## config.mk

```make
export PLATFORM = sky130hd
export DESIGN_NAME = note_scheduler
export DESIGN_NICKNAME = d
export VERILOG_FILES = /design/src/rtl/muse_pkg.sv /design/src/rtl/note_scheduler_step_timer.sv /design/src/rtl/note_scheduler.sv
export SDC_FILE = /design/constraint.sdc
export NUM_CORES = 1
export LEC_CHECK = 0
export BUFFER_PORTS_ARGS = -buffer_cell sky130_fd_sc_hd__clkbuf_2
export CORE_ASPECT_RATIO = 0.7
export CORE_UTILIZATION = 55
export CTS_BUF_LIST = sky130_fd_sc_hd__clkbuf_2 sky130_fd_sc_hd__clkbuf_4 sky130_fd_sc_hd__clkbuf_8
export CTS_CLUSTER_DIAMETER = 200
export DETAILED_ROUTE_END_ITERATION = 12
export GPL_TIMING_DRIVEN = 0
export MAX_ROUTING_LAYER = met4
export PLACE_DENSITY = 0.76
export SLEW_MARGIN = 20
export SYNTH_ARGS = -nofsm -noshare
export SYNTH_HDL_FRONTEND = slang
export SYNTH_SLANG_ARGS = --single-unit
```

## constraint.sdc

```tcl
create_clock -name clk_div -period 5.7 [get_ports clk_div]
set_clock_uncertainty 0.2 [all_clocks]
set_input_delay 0.855 -clock clk_div [delete_from_list [all_inputs] [get_ports clk_div]]
set_output_delay 0.855 -clock clk_div [all_outputs]
set_load 0.005 [all_outputs]
```

## src/rtl/muse_pkg.sv

```systemverilog
// Shared definitions for the rhythm-game chart playback blocks: controller
// states, chart entry lane layout and note codes.
package muse_pkg;

  typedef enum logic [2:0] {
    ST_IDLE    = 3'd0,
    ST_COUNTIN = 3'd1,
    ST_PLAY    = 3'd2,
    ST_PAUSE   = 3'd3,
    ST_DONE    = 3'd4
  } state_e;

  typedef enum logic [1:0] {
    NOTE_NONE = 2'd0,
    NOTE_TAP  = 2'd1,
    NOTE_HOLD = 2'd2,
    NOTE_RSVD = 2'd3
  } note_e;

  localparam int UP_LSB   = 2;
  localparam int DOWN_LSB = 0;

  function automatic logic [1:0] up_lane(input logic [3:0] entry);
    return entry[UP_LSB +: 2];
  endfunction

  function automatic logic [1:0] down_lane(input logic [3:0] entry);
    return entry[DOWN_LSB +: 2];
  endfunction

endpackage

```

## src/rtl/note_scheduler_step_timer.sv

```systemverilog
// Chart step divider: counts 0..STEP_DIV-1 while running, freezes otherwise,
// and flags the last count of each step.
module step_timer #(
  parameter int STEP_DIV = 8
) (
  input  logic clk_div,
  input  logic rst_n,
  input  logic clr,
  input  logic run,
  output logic at_end
);

  localparam logic [7:0] LAST = 8'(STEP_DIV - 1);

  logic [7:0] div_cnt_r;

  assign at_end = (div_cnt_r == LAST);

  // Divider counter with synchronous clear and freeze
  always_ff @(posedge clk_div or negedge rst_n) begin
    if (!rst_n) begin
      div_cnt_r <= 8'd0;
    end else if (clr) begin
      div_cnt_r <= 8'd0;
    end else if (run) begin
      div_cnt_r <= at_end ? 8'd0 : div_cnt_r + 8'd1;
    end else begin
      div_cnt_r <= div_cnt_r;
    end
  end

endmodule

```

## src/rtl/note_scheduler.sv

```systemverilog
// Chart playback controller: walks a chart ROM one entry per step after a
// count-in, emitting one-cycle up/down lane note codes for the note queue.
module note_scheduler
  import muse_pkg::*;
#(
  parameter int STEP_DIV      = 8,
  parameter int CHART_LEN     = 256,
  parameter int ADDR_W        = 8,
  parameter int COUNTIN_STEPS = 4
) (
  input  logic              clk_div,
  input  logic              rst_n,
  input  logic              start,
  input  logic              pause,
  input  logic              restart,
  output logic [ADDR_W-1:0] rom_addr,
  input  logic [3:0]        rom_data,
  output logic [1:0]        noteup,
  output logic [1:0]        notedown,
  output logic              step_pulse,
  output logic              playing,
  output logic              song_done
);

  localparam logic [ADDR_W-1:0] ADDR_LAST = ADDR_W'(CHART_LEN - 1);
  localparam logic [7:0]        CIN_LAST  = (COUNTIN_STEPS > 0) ? 8'(COUNTIN_STEPS - 1) : 8'd0;

  state_e            state_r, state_nxt;
  logic              resume_play_r, resume_play_nxt;
  logic [7:0]        cin_cnt_r, cin_cnt_nxt;
  logic [ADDR_W-1:0] rom_addr_nxt;
  logic [1:0]        noteup_nxt, notedown_nxt;
  logic              pulse_nxt, timer_clr, timer_run, at_end, play_ctx;

  step_timer #(.STEP_DIV(STEP_DIV)) u_step_timer (
    .clk_div (clk_div),
    .rst_n   (rst_n),
    .clr     (timer_clr),
    .run     (timer_run),
    .at_end  (at_end)
  );

  // Next-state, counters and note outputs
  always_comb begin
    state_nxt       = state_r;
    resume_play_nxt = resume_play_r;
    cin_cnt_nxt     = cin_cnt_r;
    rom_addr_nxt    = rom_addr;
    noteup_nxt      = NOTE_NONE;
    notedown_nxt    = NOTE_NONE;
    pulse_nxt       = 1'b0;
    timer_clr       = 1'b0;
    timer_run       = 1'b0;
    // Leaving PAUSE counts in the context it was paused from
    play_ctx        = (state_r == ST_PLAY) || ((state_r == ST_PAUSE) && resume_play_r);
    if (restart) begin
      state_nxt    = ST_IDLE;
      cin_cnt_nxt  = 8'd0;
      rom_addr_nxt = '0;
      timer_clr    = 1'b1;
    end else begin
      case (state_r)
        ST_IDLE: begin
          if (start && !pause) begin
            timer_clr   = 1'b1;
            cin_cnt_nxt = 8'd0;
            state_nxt   = (COUNTIN_STEPS > 0) ? ST_COUNTIN : ST_PLAY;
          end else begin
            state_nxt = ST_IDLE;
          end
        end
        ST_COUNTIN, ST_PLAY: begin
          if (pause) begin
            state_nxt       = ST_PAUSE;
            resume_play_nxt = (state_r == ST_PLAY);
          end else begin
            timer_run = 1'b1;
          end
        end
        ST_PAUSE: begin
          if (!pause) begin
            timer_run = 1'b1;
            state_nxt = resume_play_r ? ST_PLAY : ST_COUNTIN;
          end else begin
            state_nxt = ST_PAUSE;
          end
        end
        ST_DONE:  state_nxt = ST_DONE;
        default:  state_nxt = ST_IDLE;
      endcase
      if (timer_run && at_end) begin
        pulse_nxt = 1'b1;
        if (play_ctx) begin
          noteup_nxt   = up_lane(rom_data);
          notedown_nxt = down_lane(rom_data);
          if (rom_addr == ADDR_LAST) begin
            state_nxt = ST_DONE;
          end else begin
            rom_addr_nxt = rom_addr + ADDR_W'(1);
          end
        end else begin
          if (cin_cnt_r == CIN_LAST) begin
            state_nxt   = ST_PLAY;
            cin_cnt_nxt = 8'd0;
          end else begin
            cin_cnt_nxt = cin_cnt_r + 8'd1;
          end
        end
      end else begin
        pulse_nxt = 1'b0;
      end
    end
  end

  // State and registered outputs
  always_ff @(posedge clk_div or negedge rst_n) begin
    if (!rst_n) begin
      state_r       <= ST_IDLE;
      resume_play_r <= 1'b0;
      cin_cnt_r     <= 8'd0;
      rom_addr      <= '0;
      noteup        <= 2'd0;
      notedown      <= 2'd0;
      step_pulse    <= 1'b0;
      playing       <= 1'b0;
      song_done     <= 1'b0;
    end else begin
      state_r       <= state_nxt;
      resume_play_r <= resume_play_nxt;
      cin_cnt_r     <= cin_cnt_nxt;
      rom_addr      <= rom_addr_nxt;
      noteup        <= noteup_nxt;
      notedown      <= notedown_nxt;
      step_pulse    <= pulse_nxt;
      playing       <= (state_nxt == ST_COUNTIN) || (state_nxt == ST_PLAY);
      song_done     <= (state_nxt == ST_DONE);
    end
  end

endmodule

```

==> results.txt, run 1 <==
outcome = finished clean
dpl cell area = 1980 sq um
# IOs = 24
H-Tree Depth = 2
GP Congestion = 0.836
die height = 50.2 microns
CTS tree = yes
crit path DAT = 2.50 ns
# fillers = 270
die area = 3550 sq um
Finished Cell Area = 2070 sq um
Inserted Clock Buffers = 5
P per Cell Area = 233 nW/um^2
MaxCap Viol Count = 0
row count = 17
first-pass GRT wire length = 6590 microns
first-pass detailed-route iteration total = 6
DRC = 0
Final setup viols = 0
asr flop ratio synth = 100%
maximum vdd drop = 0.170 mV
max frequency = 0.402 GHz
mean post-synth cell area = 9.85 sq um
Critical Path Source Type = flop
Syn Inst Count = 185
n_diodes = 0
final worst-path cycle share = 43.7%
Main synth FF type = dfrtp_1
gr usage total = 25.0%
worst path cell trace = ha_1 -> nor2b_1 -> nand4_4 -> buf_2 -> nor4_1 -> a21oi_1 -> o21ai_1
largest net degree at the start of global routing = 36
Initial Util = 57.9%
Register Area = 876 sq um
synthesized area = 1820 sq um
synthesized flop and latch total = 35
Max clock buf depth = 2
initial antenna violation count = 0
vias in the first global route = 1421
worst hold path class = flop to flop
CP required = 5.71 ns
Post-Route WL = 3840 microns
Die Wd = 70.8 microns
Setup TNS Final = 0 ns
Tightest Pin Transition = 0.833 ns
area grow syn2layout = 13.8%
part of the Yosys area used for sequential elements = 48.1%
share of layout cells above drive strength 1 = 20.4%
Worst setup EP type = flop
min Tclk post-route = 2.49 ns
DRT antenna net count = 0
slowest CP cell = nor4_1
Placeable Area = 3150 sq um
Final Hold Fails = 0
Synth warnings = 0
CP Class = flop to flop
Clk Latency, worst-skew pair = 0.28 ns
total number of vias = 1544
wire length per cell = 15.1 microns
Leak = 0.974 nW
Synth top area share = 48.1%
Netlist cell types = 43
Max FO, Critical Path = 10
Final nets = 227
Vias/cell = 6.08
worst rel slew slack = 44.5%
TritonCTS Sinks = 35
Multi-input gate area = 910 sq um
Port Buffers = 23
CTS root buf = clkbuf_8
RSZ-0062 raised after global routing = false
count leader, synth = dfrtp_1
EDFF count, synth = 0
synth cell count leaders = dfrtp_1, nand3_1, nor2_1
Setup Fix Bufs, Post-CTS = 0
Final HPWL DP = 2800 microns
Overflow after GRT = 0
CTS-repair resized insts = 0
synth top area cells = dfrtp_1, nand3_1, nor2_1
DR iter-0 viols = 134
Slew Viols, Final = 0
CTS clk-pin slew, worst paths = 0.07 ns
CTS Hold Buffers Added = 0
slowest stage delay, CP = 0.67 ns
area leader, netlist = dfrtp_1
Syn Nets = 197
-- flip-flops by register name (all words and copies together), names as in the netlist --
register                cells
playing                     1
cin_cnt_r                   8
state_r                     3
notedown                    2
rom_addr                    8
step_pulse                  1
u_step_timer.div_cnt_r      8
song_done                   1
resume_play_r               1
noteup                      2
-- kinds of logic (layout without fill, tap and decap cells) --
group | count (synthesis) | after routing | share of synthesized area (%)
compound gates | 38 | 38 | 14.0
xor+xnor | 5 | 5 | 2.40
fa+ha+maj | 3 | 3 | 2.06
buf+inv | 9 | 40 | 1.99
flops | 35 | 35 | 48.1
mux | 6 | 6 | 3.57
simple gates | 89 | 89 | 27.9
-- power by group --
| part | leakage (nW) | switching, mW | total [mW] | internal [mW] |
|---|---|---|---|---|
| sequential | 0.484 | 0.00622 | 0.261 | 0.255 |
| clock | 0.0491 | 0.0847 | 0.180 | 0.0952 |
| combinational | 0.440 | 0.0268 | 0.0427 | 0.0159 |
| total | 0.974 | 0.118 | 0.483 | 0.366 |
-- worst max-delay path, delay by kind of cell (launching register included) --
family,cells,cell delay [ns]
AND/OR/NAND/NOR,3,1.09
flip-flops,1,0.40
AO/OA/AOI/OAI,2,0.29
buffers and inverters,1,0.25
adder cells (fa/ha/maj),1,0.20
-- final timing paths --
kind | from | to | slack, ns | depth (start not counted)
max | u_step_timer.div_cnt_r[0] | cin_cnt_r[7] | 3.21 | 7
min | cin_cnt_r[4] | cin_cnt_r[4] | 0.32 | 1
max reg2reg | u_step_timer.div_cnt_r[0] | cin_cnt_r[7] | 3.21 | 7
min reg2reg | cin_cnt_r[4] | cin_cnt_r[4] | 0.32 | 1
max in group asynchronous | rst_n | cin_cnt_r[7] | 4.31 | 1
min in group asynchronous | rst_n | noteup[1] | 0.46 | 1
-- final cells by class --
cell class	instances	share of cell area (%)
Buffer	4	0.845
Sequential cell	35	42.2
Clock inverter	1	0.241
Multi-Input combinational cell	141	43.9
Inverter	5	0.905
Clock buffer	7	4.04
Tap cell	38	2.29
Timing Repair Buffer	23	5.55
-- metal layers --
layer,vias up,global-route usage (%),routed length (microns)
met1,762,35.0,1860
met5,-,-,0
met4,0,8.67,48
li1,736,-,-
met2,41,36.7,1730
met3,5,4.82,206
-- layout by cell type (no fill, tap or decap), types with 6 or more instances in the layout --
master    instances
and3_1            7
nand3_1          15
nor2_1           15
nand2_1          13
a21oi_1           8
or3_1             6
nor2b_1           6
dfrtp_1          35
clkbuf_2         23
-- stage by stage --
stage                     setup WS [ns]  utilization, %  hold slack (ns)  power (mW)  instances
after floorplan                    3.31               -            0.270       0.291        185
after global placement             2.98            63.0            0.300       0.306        246
after detailed placement           2.94            63.0            0.309       0.308        246
after CTS                          3.24            65.9            0.317       0.488        254
after global routing               3.05            65.9            0.349       0.504        254
final                              3.21            65.9            0.316       0.483        254
(Power assumes the default switching activity.)
==> run 2, diff against run 1 <==
--- a/config.mk
+++ b/config.mk
@@ -5,6 +5,7 @@
 export SDC_FILE = /design/constraint.sdc
 export NUM_CORES = 1
 export LEC_CHECK = 0
+export ABC_AREA = 1
 export BUFFER_PORTS_ARGS = -buffer_cell sky130_fd_sc_hd__clkbuf_2
 export CORE_ASPECT_RATIO = 0.7
 export CORE_UTILIZATION = 55
@@ -13,7 +14,7 @@
 export DETAILED_ROUTE_END_ITERATION = 12
 export GPL_TIMING_DRIVEN = 0
 export MAX_ROUTING_LAYER = met4
-export PLACE_DENSITY = 0.76
+export PLACE_DENSITY = 0.75
 export SLEW_MARGIN = 20
 export SYNTH_ARGS = -nofsm -noshare
 export SYNTH_HDL_FRONTEND = slang
==> constraint.sdc (replaced) <==
create_clock -name clk_div -period 2.6 [get_ports clk_div]
set_clock_uncertainty 0.2 [all_clocks]
set_input_delay 0.39 -clock clk_div [delete_from_list [all_inputs] [get_ports clk_div]]
set_output_delay 0.39 -clock clk_div [all_outputs]
set_load 0.005 [all_outputs]
==> results.txt, run 2 <==
P per Cell Area = 506 nW/um^2 (was 233 nW/um^2)
min Tclk post-route = 1.95 ns (was 2.49 ns)
dpl cell area = 2240 sq um (was 1980 sq um)
die height = 53.2 microns (was 50.2 microns)
Total Power = 1.19 mW (was 0.483 mW)
Final setup viols = 0 (unchanged)
Leak = 1.21 nW (was 0.974 nW)
max frequency = 0.513 GHz (was 0.402 GHz)
outcome = complete, but fails checks (was finished clean)
slowest stage delay, CP = 0.42 ns (was 0.67 ns)
GP Congestion = 0.841 (was 0.836)
area leader, netlist = dfrtp_1 (unchanged)
first-pass GRT wire length = 7380 microns (was 6590 microns)
Clk Latency, worst-skew pair = 0.30 ns (was 0.28 ns)
share of layout cells above drive strength 1 = 15.2% (was 20.4%)
Final HPWL DP = 3170 microns (was 2800 microns)
Syn Inst Count = 278 (was 185)
maximum vdd drop = 0.404 mV (was 0.170 mV)
Final Hold Fails = 2 (was 0)
Regs by FF count = cin_cnt_r x8, rom_addr x8, u_step_timer.div_cnt_r x8 (unchanged)
worst path cell trace = ha_1 -> nand2_2 -> inv_2 -> nand2_1 -> nor2_1 -> nand2_1 -> nor3_2 -> nand3_1 -> o21ai_0 (was ha_1 -> nor2b_1 -> nand4_4 -> buf_2 -> nor4_1 -> a21oi_1 -> o21ai_1)
Port Buffers = 23 (unchanged)
mean post-synth cell area = 7.41 sq um (was 9.85 sq um)
wire length per cell = 12.5 microns (was 15.1 microns)
Tightest Pin Transition = 0.876 ns (was 0.833 ns)
DRC = 0 (unchanged)
first-pass detailed-route iteration total = 4 (was 6)
vias in the first global route = 1661 (was 1421)
Slew Viols, Final = 0 (unchanged)
synth cell count leaders = nand2_1, nor2_1, dfrtp_1 (was dfrtp_1, nand3_1, nor2_1)
violated checks = negative hold slack
slowest CP cell = dfrtp_1 (was nor4_1)
Worst setup EP type = flop (unchanged)
CTS clk-pin slew, worst paths = 0.07 ns (about the same)
commonest non-fill, non-tap cells in the layout = nand2_1, nor2_1, dfrtp_1 (was dfrtp_1, clkbuf_2, nor2_1, nand3_1, nand2_1)
Main synth FF type = dfrtp_1 (unchanged)
gr usage total = 26.3% (was 25.0%)
Die Wd = 75.1 microns (was 70.8 microns)
Post-Route WL = 4490 microns (was 3840 microns)
Setup Fix Bufs, Post-CTS = 0 (unchanged)
MaxCap Viol Count = 0 (unchanged)
n_diodes = 0 (unchanged)
CTS tree = yes (unchanged)
asr flop ratio synth = 100% (unchanged)
total number of vias = 1892 (was 1544)
hold_ws = -0.000907 ns (was 0.316 ns)
CP required = 2.62 ns (was 5.71 ns)
pre-CTS setup slack = 0.634 ns (was 2.94 ns)
# IOs = 24 (unchanged)
Synth warnings = 0 (unchanged)
Final nets = 320 (was 227)
Vias/cell = 5.27 (was 6.08)
final worst-path cycle share = 75.0% (was 43.7%)
Max FO, Critical Path = 5 (was 10)
RSZ-0062 raised after global routing = false (unchanged)
largest net degree at the start of global routing = 36 (unchanged)
Finished Cell Area = 2340 sq um (was 2070 sq um)
delay-heaviest family, CP = simple AND/OR/NAND/NOR gates (unchanged)
CTS root buf = clkbuf_8 (unchanged)
Placeable Area = 3560 sq um (was 3150 sq um)
final worst slack = 0.649 ns (was 3.21 ns)
Syn Nets = 290 (was 197)
worst hold path class = input pin to asynchronous set/reset pin (was flop to flop)
Setup TNS Final = 0 ns (unchanged)
crit path DAT = 1.97 ns (was 2.50 ns)
row count = 18 (was 17)
area grow syn2layout = 13.7% (was 13.8%)
most common cell after layout, fill and taps aside = nand2_1 (was dfrtp_1)
initial antenna violation count = 0 (unchanged)
Critical Path Source Type = flop (unchanged)
Synth top area share = 42.5% (was 48.1%)
H-Tree Depth = 2 (unchanged)
synth top area cells = dfrtp_1, nand2_1, nand3_1 (was dfrtp_1, nand3_1, nor2_1)
TritonCTS Sinks = 35 (unchanged)
CTS Hold Buffers Added = 0 (unchanged)
die area = 4000 sq um (was 3550 sq um)
worst rel slew slack = 41.6% (was 44.5%)
Netlist cell types = 30 (was 43)
DR iter-0 viols = 146 (was 134)
Initial Util = 57.9% (about the same)
count leader, synth = nand2_1 (was dfrtp_1)
Overflow after GRT = 0 (unchanged)
synthesized area = 2060 sq um (was 1820 sq um)
CTS-repair resized insts = 0 (unchanged)
synthesized flop and latch total = 35 (unchanged)
DRT antenna net count = 0 (unchanged)
part of the Yosys area used for sequential elements = 42.5% (was 48.1%)
CP Class = flop to flop (unchanged)
Inserted Clock Buffers = 5 (unchanged)
Max clock buf depth = 2 (unchanged)
# fillers = 326 (was 270)
worst path buffer plus inverter count = 1 (unchanged)
cell mode on critical path = nand2_1
EDFF count, synth = 0 (unchanged)
==> run 2: final timing paths <==
| path | from | end | slack [ns] | depth (start not counted) |
|---|---|---|---|---|
| setup / recovery | u_step_timer.div_cnt_r[0] | rom_addr[5] | 0.65 | 9 |
| max in group asynchronous | rst_n | notedown[0] | 1.65 | 1 |
| min in group clk_div | rom_data[1] | notedown[1] | 0.10 | 3 |
| hold / removal | rst_n | u_step_timer.div_cnt_r[4] | -0.0009 | 1 |
| setup reg to reg | u_step_timer.div_cnt_r[0] | rom_addr[5] | 0.65 | 9 |
| hold reg to reg | cin_cnt_r[3] | cin_cnt_r[3] | 0.32 | 2 |
==> run 2: cells by family (layout without fill, tap and decap cells) <==
family	after synthesis	after routing	synth area share (%)
compound gates	27	27	7.35
xor+xnor	9	9	3.83
fa+ha+maj	3	3	1.82
buf+inv	40	71	7.47
flops	35	35	42.5
simple gates	164	164	37.0
==> run 2: cell type report <==
cell class,instances,area [sq um],area share [%]
multi-input combinational,203,1030,44.0
sequential,35,876,37.4
inverter,36,135,5.77
timing repair buffer,23,115,4.92
clock buffer,8,104,4.44
tap,50,62.6,2.67
buffer,4,18.8,0.802
==> run 2: report_power, final <==
group	internal [mW]	leakage (nW)	switching, mW	total [mW]
clock network	0.252	0.0549	0.206	0.459
logic	0.0401	0.668	0.108	0.148
registers	0.562	0.486	0.0168	0.579
total	0.855	1.21	0.331	1.19
==> run 2: per-layer routing <==
layer / global-route usage, % / part of all wire (%)
met5: - / 0
met2: 38.9 / 41
met4: 9.88 / 2.3
met1: 35.6 / 51
met3: 5.71 / 5.2
==> run 2: stage by stage <==
stage	utilization [%]	std cells	hold WS [ns]
5_1_grt	65.8	359	0.0959
6_report	65.8	359	-0.000907
2_1_floorplan	-	278	-0.106
4_1_cts	65.8	359	0.0335
3_3_place_gp	62.9	351	0.299
3_5_place_dp	62.9	351	0.305
==> run 2: worst reg2reg max path, delay by kind of cell (launching register included) <==
kind | cells | cell delay (ns)
buffers and inverters | 1 | 0.06
flip-flops | 1 | 0.42
adder cells (fa/ha/maj) | 1 | 0.23
AO/OA/AOI/OAI | 1 | 0.10
AND/OR/NAND/NOR | 6 | 0.88
==> run 3, diff against run 2 <==
--- a/config.mk
+++ b/config.mk
@@ -5,16 +5,16 @@
 export SDC_FILE = /design/constraint.sdc
 export NUM_CORES = 1
 export LEC_CHECK = 0
-export ABC_AREA = 1
+export ABC_AREA = 0
 export BUFFER_PORTS_ARGS = -buffer_cell sky130_fd_sc_hd__clkbuf_2
 export CORE_ASPECT_RATIO = 0.7
-export CORE_UTILIZATION = 55
+export CORE_UTILIZATION = 53
 export CTS_BUF_LIST = sky130_fd_sc_hd__clkbuf_2 sky130_fd_sc_hd__clkbuf_4 sky130_fd_sc_hd__clkbuf_8
 export CTS_CLUSTER_DIAMETER = 200
 export DETAILED_ROUTE_END_ITERATION = 12
 export GPL_TIMING_DRIVEN = 0
 export MAX_ROUTING_LAYER = met4
-export PLACE_DENSITY = 0.75
+export PLACE_DENSITY = 0.76
 export SLEW_MARGIN = 20
 export SYNTH_ARGS = -nofsm -noshare
 export SYNTH_HDL_FRONTEND = slang
==> constraint.sdc (replaced) <==
create_clock -name clk_div -period 1.55 [get_ports clk_div]
set_clock_uncertainty 0.2 [all_clocks]
set_input_delay 0.2325 -clock clk_div [delete_from_list [all_inputs] [get_ports clk_div]]
set_output_delay 0.2325 -clock clk_div [all_outputs]
set_load 0.005 [all_outputs]
==> results.txt, run 3 (same netlist as run 1, synthesis figures left out) <==
CP Class = flop to flop (unchanged)
maximum vdd drop = 0.616 mV (was 0.404 mV)
CTS root buf = clkbuf_8 (unchanged)
RSZ-0062 raised after global routing = true (was false)
Placeable Area = 3210 sq um (was 3560 sq um)
final worst slack = -0.596 ns (was 0.649 ns)
DRT antenna net count = 0 (unchanged)
slowest CP cell = or4_4 (was dfrtp_1)
MaxCap Viol Count = 0 (unchanged)
Finished Cell Area = 2610 sq um (was 2340 sq um)
Tightest Pin Transition = 0.818 ns (was 0.876 ns)
DRC = 0 (unchanged)
Setup TNS Final = -10.90 ns (was 0 ns)
# fillers = 181 (was 326)
Register Area = 882 sq um (was 876 sq um)
initial antenna violation count = 0 (unchanged)
first-pass GRT wire length = 8350 microns (was 7380 microns)
vias in the first global route = 1765 (was 1661)
DR iter-0 viols = 123 (was 146)
outcome = complete, but fails checks (unchanged)
Critical Path Source Type = flop (unchanged)
Worst Hold Depth = 3
violated checks = negative setup slack (was negative hold slack)
Slew Viols, Final = 0 (unchanged)
Vias/cell = 6.07 (was 5.27)
Clk Latency, worst-skew pair = 0.30 ns (about the same)
Multi-input gate area = 1150 sq um (was 1030 sq um)
worst rel slew slack = 45.5% (was 41.6%)
Inserted Clock Buffers = 5 (unchanged)
die area = 3680 sq um (was 4000 sq um)
Regs by FF count = cin_cnt_r x8, rom_addr x8, u_step_timer.div_cnt_r x8 (unchanged)
first-pass detailed-route iteration total = 4 (unchanged)
Final setup viols = 33 (was 0)
CP required = 1.57 ns (was 2.62 ns)
hold_ws = 0.164 ns (was -0.000907 ns)
pre-CTS setup slack = -0.698 ns (was 0.634 ns)
total number of vias = 1791 (was 1892)
terminus of the critical flop-to-flop path = cin_cnt_r[3] (was rom_addr[5])
Worst R2R Start = cin_cnt_r[1] (was u_step_timer.div_cnt_r[0])
TritonCTS Sinks = 35 (unchanged)
worst path cell trace = ha_2 -> and3_2 -> or4_4 -> or3_1 -> o21ai_1 (was ha_1 -> nand2_2 -> inv_2 -> nand2_1 -> nor2_1 -> nand2_1 -> nor3_2 -> nand3_1 -> o21ai_0)
P per Cell Area = 726 nW/um^2 (was 506 nW/um^2)
reg2reg setup slack = -0.60 ns (was 0.65 ns)
Die Wd = 72.1 microns (was 75.1 microns)
hold_sp = pause
Port Buffers = 23 (unchanged)
slowest stage delay, CP = 0.58 ns (was 0.42 ns)
worst path buffer plus inverter count = 0 (was 1)
H-Tree Depth = 2 (unchanged)
Worst R2R Path Depth = 5 (was 9)
largest net degree at the start of global routing = 36 (unchanged)
Worst setup EP type = flop (unchanged)
max frequency = 0.466 GHz (was 0.513 GHz)
most common cell after layout, fill and taps aside = dfrtp_1 (was nand2_1)
delay-heaviest family, CP = simple AND/OR/NAND/NOR gates (unchanged)
gr usage total = 31.2% (was 26.3%)
Max clock buf depth = 2 (unchanged)
CTS clk-pin slew, worst paths = 0.08 ns (was 0.07 ns)
Post-Route WL = 5160 microns (was 4490 microns)
# IOs = 24 (unchanged)
min Tclk post-route = 2.15 ns (was 1.95 ns)
GP Congestion = 0.809 (was 0.841)
crit path DAT = 2.16 ns (was 1.97 ns)
Final Hold Fails = 0 (was 2)
row count = 17 (was 18)
Overflow after GRT = 0 (unchanged)
share of layout cells above drive strength 1 = 43.5% (was 15.2%)
CTS tree = yes (unchanged)
Initial Util = 56.7% (was 57.9%)
Final HPWL DP = 2930 microns (was 3170 microns)
Leak = 1.15 nW (was 1.21 nW)
dpl cell area = 2060 sq um (was 2240 sq um)
wire length per cell = 17.5 microns (was 12.5 microns)
die height = 51.1 microns (was 53.2 microns)
area grow syn2layout = 43.4% (was 13.7%)
worst hold path class = input pin to flop (was input pin to asynchronous set/reset pin)
final worst-path cycle share = 138% (was 75.0%)
commonest non-fill, non-tap cells in the layout = dfrtp_1, buf_4, clkbuf_2 (was nand2_1, nor2_1, dfrtp_1)
Max FO, Critical Path = 5 (unchanged)
Final nets = 259 (was 320)
hold endpoint = step_pulse
n_diodes = 0 (unchanged)
-- run 3: cell count changes in the layout (fill, tap and decap cells not counted), moves of 5 or more --
cell           before  now
nand3_1            31   12
dfrtp_2             0    5
buf_6               0    5
o21ai_0            14    3
nor2_1             37   12
nand2_1            72   11
inv_1              34    5
dfrtp_1            35   30
xor2_1              9    1
dlygate4sd3_1       0    5
buf_4               1   24
-- run 3: final cells by class --
type	instances	share of cell area [%]
Inverter	5	0.718
Clock inverter	3	0.910
Timing Repair Buffer	56	14.9
Multi-Input combinational cell	141	44.1
Sequential cell	35	33.8
Clock buffer	5	2.63
Tap cell	47	2.25
Buffer	3	0.718
-- run 3: worst register-to-register path, delay by kind of cell (launching register included) --
family | cells | cell delay, ns
AO/OA/AOI/OAI | 1 | 0.11
AND/OR/NAND/NOR | 3 | 1.14
adder cells (fa/ha/maj) | 1 | 0.21
flip-flops | 1 | 0.41
-- run 3: where the power goes --
part	internal [mW]	switching, mW
logic	0.0990	0.140
clock network	0.321	0.379
registers	0.936	0.0218
-- run 3: repair_timing --
action                     in CTS  in global routing
hold buffers                    5                  0
pin swaps                      16                 11
hold endpoints to repair       39                  0
gates resized for setup        40                 16
buffers inserted               19                 10
setup endpoints to repair      34                 38
gates cloned                    0                  0
-- run 3: how the worst max path moves through the flow --
stage,endpoint,slack (ns),cells past startpoint,start
6_report,cin_cnt_r[3],-0.60,5,cin_cnt_r[1]
3_3_place_gp,cin_cnt_r[3],-0.66,6,u_step_timer.div_cnt_r[0]
5_1_grt,cin_cnt_r[7],-0.65,6,u_step_timer.div_cnt_r[0]
4_1_cts,cin_cnt_r[3],-0.53,6,u_step_timer.div_cnt_r[0]
2_1_floorplan,cin_cnt_r[7],-0.52,6,u_step_timer.div_cnt_r[0]
3_5_place_dp,cin_cnt_r[3],-0.70,6,u_step_timer.div_cnt_r[0]
-- run 3: stage by stage --
stage | power, mW | utilization [%] | cells
6_report | 1.90 | 81.3 | 295
5_1_grt | 1.97 | 81.3 | 295
4_1_cts | 1.87 | 78.0 | 287
3_5_place_dp | 1.14 | 64.0 | 255
3_3_place_gp | 1.13 | 64.0 | 255
2_1_floorplan | 1.07 | - | 185
-- run 3: per-layer routing --
layer | vias up | global-route usage [%] | share of wire (%)
li1 | 803 | - | -
met1 | 892 | 40.3 | 43
met2 | 84 | 46.6 | 48
met3 | 12 | 7.50 | 7.5
met4 | 0 | 15.0 | 1.8
met5 | - | - | 0
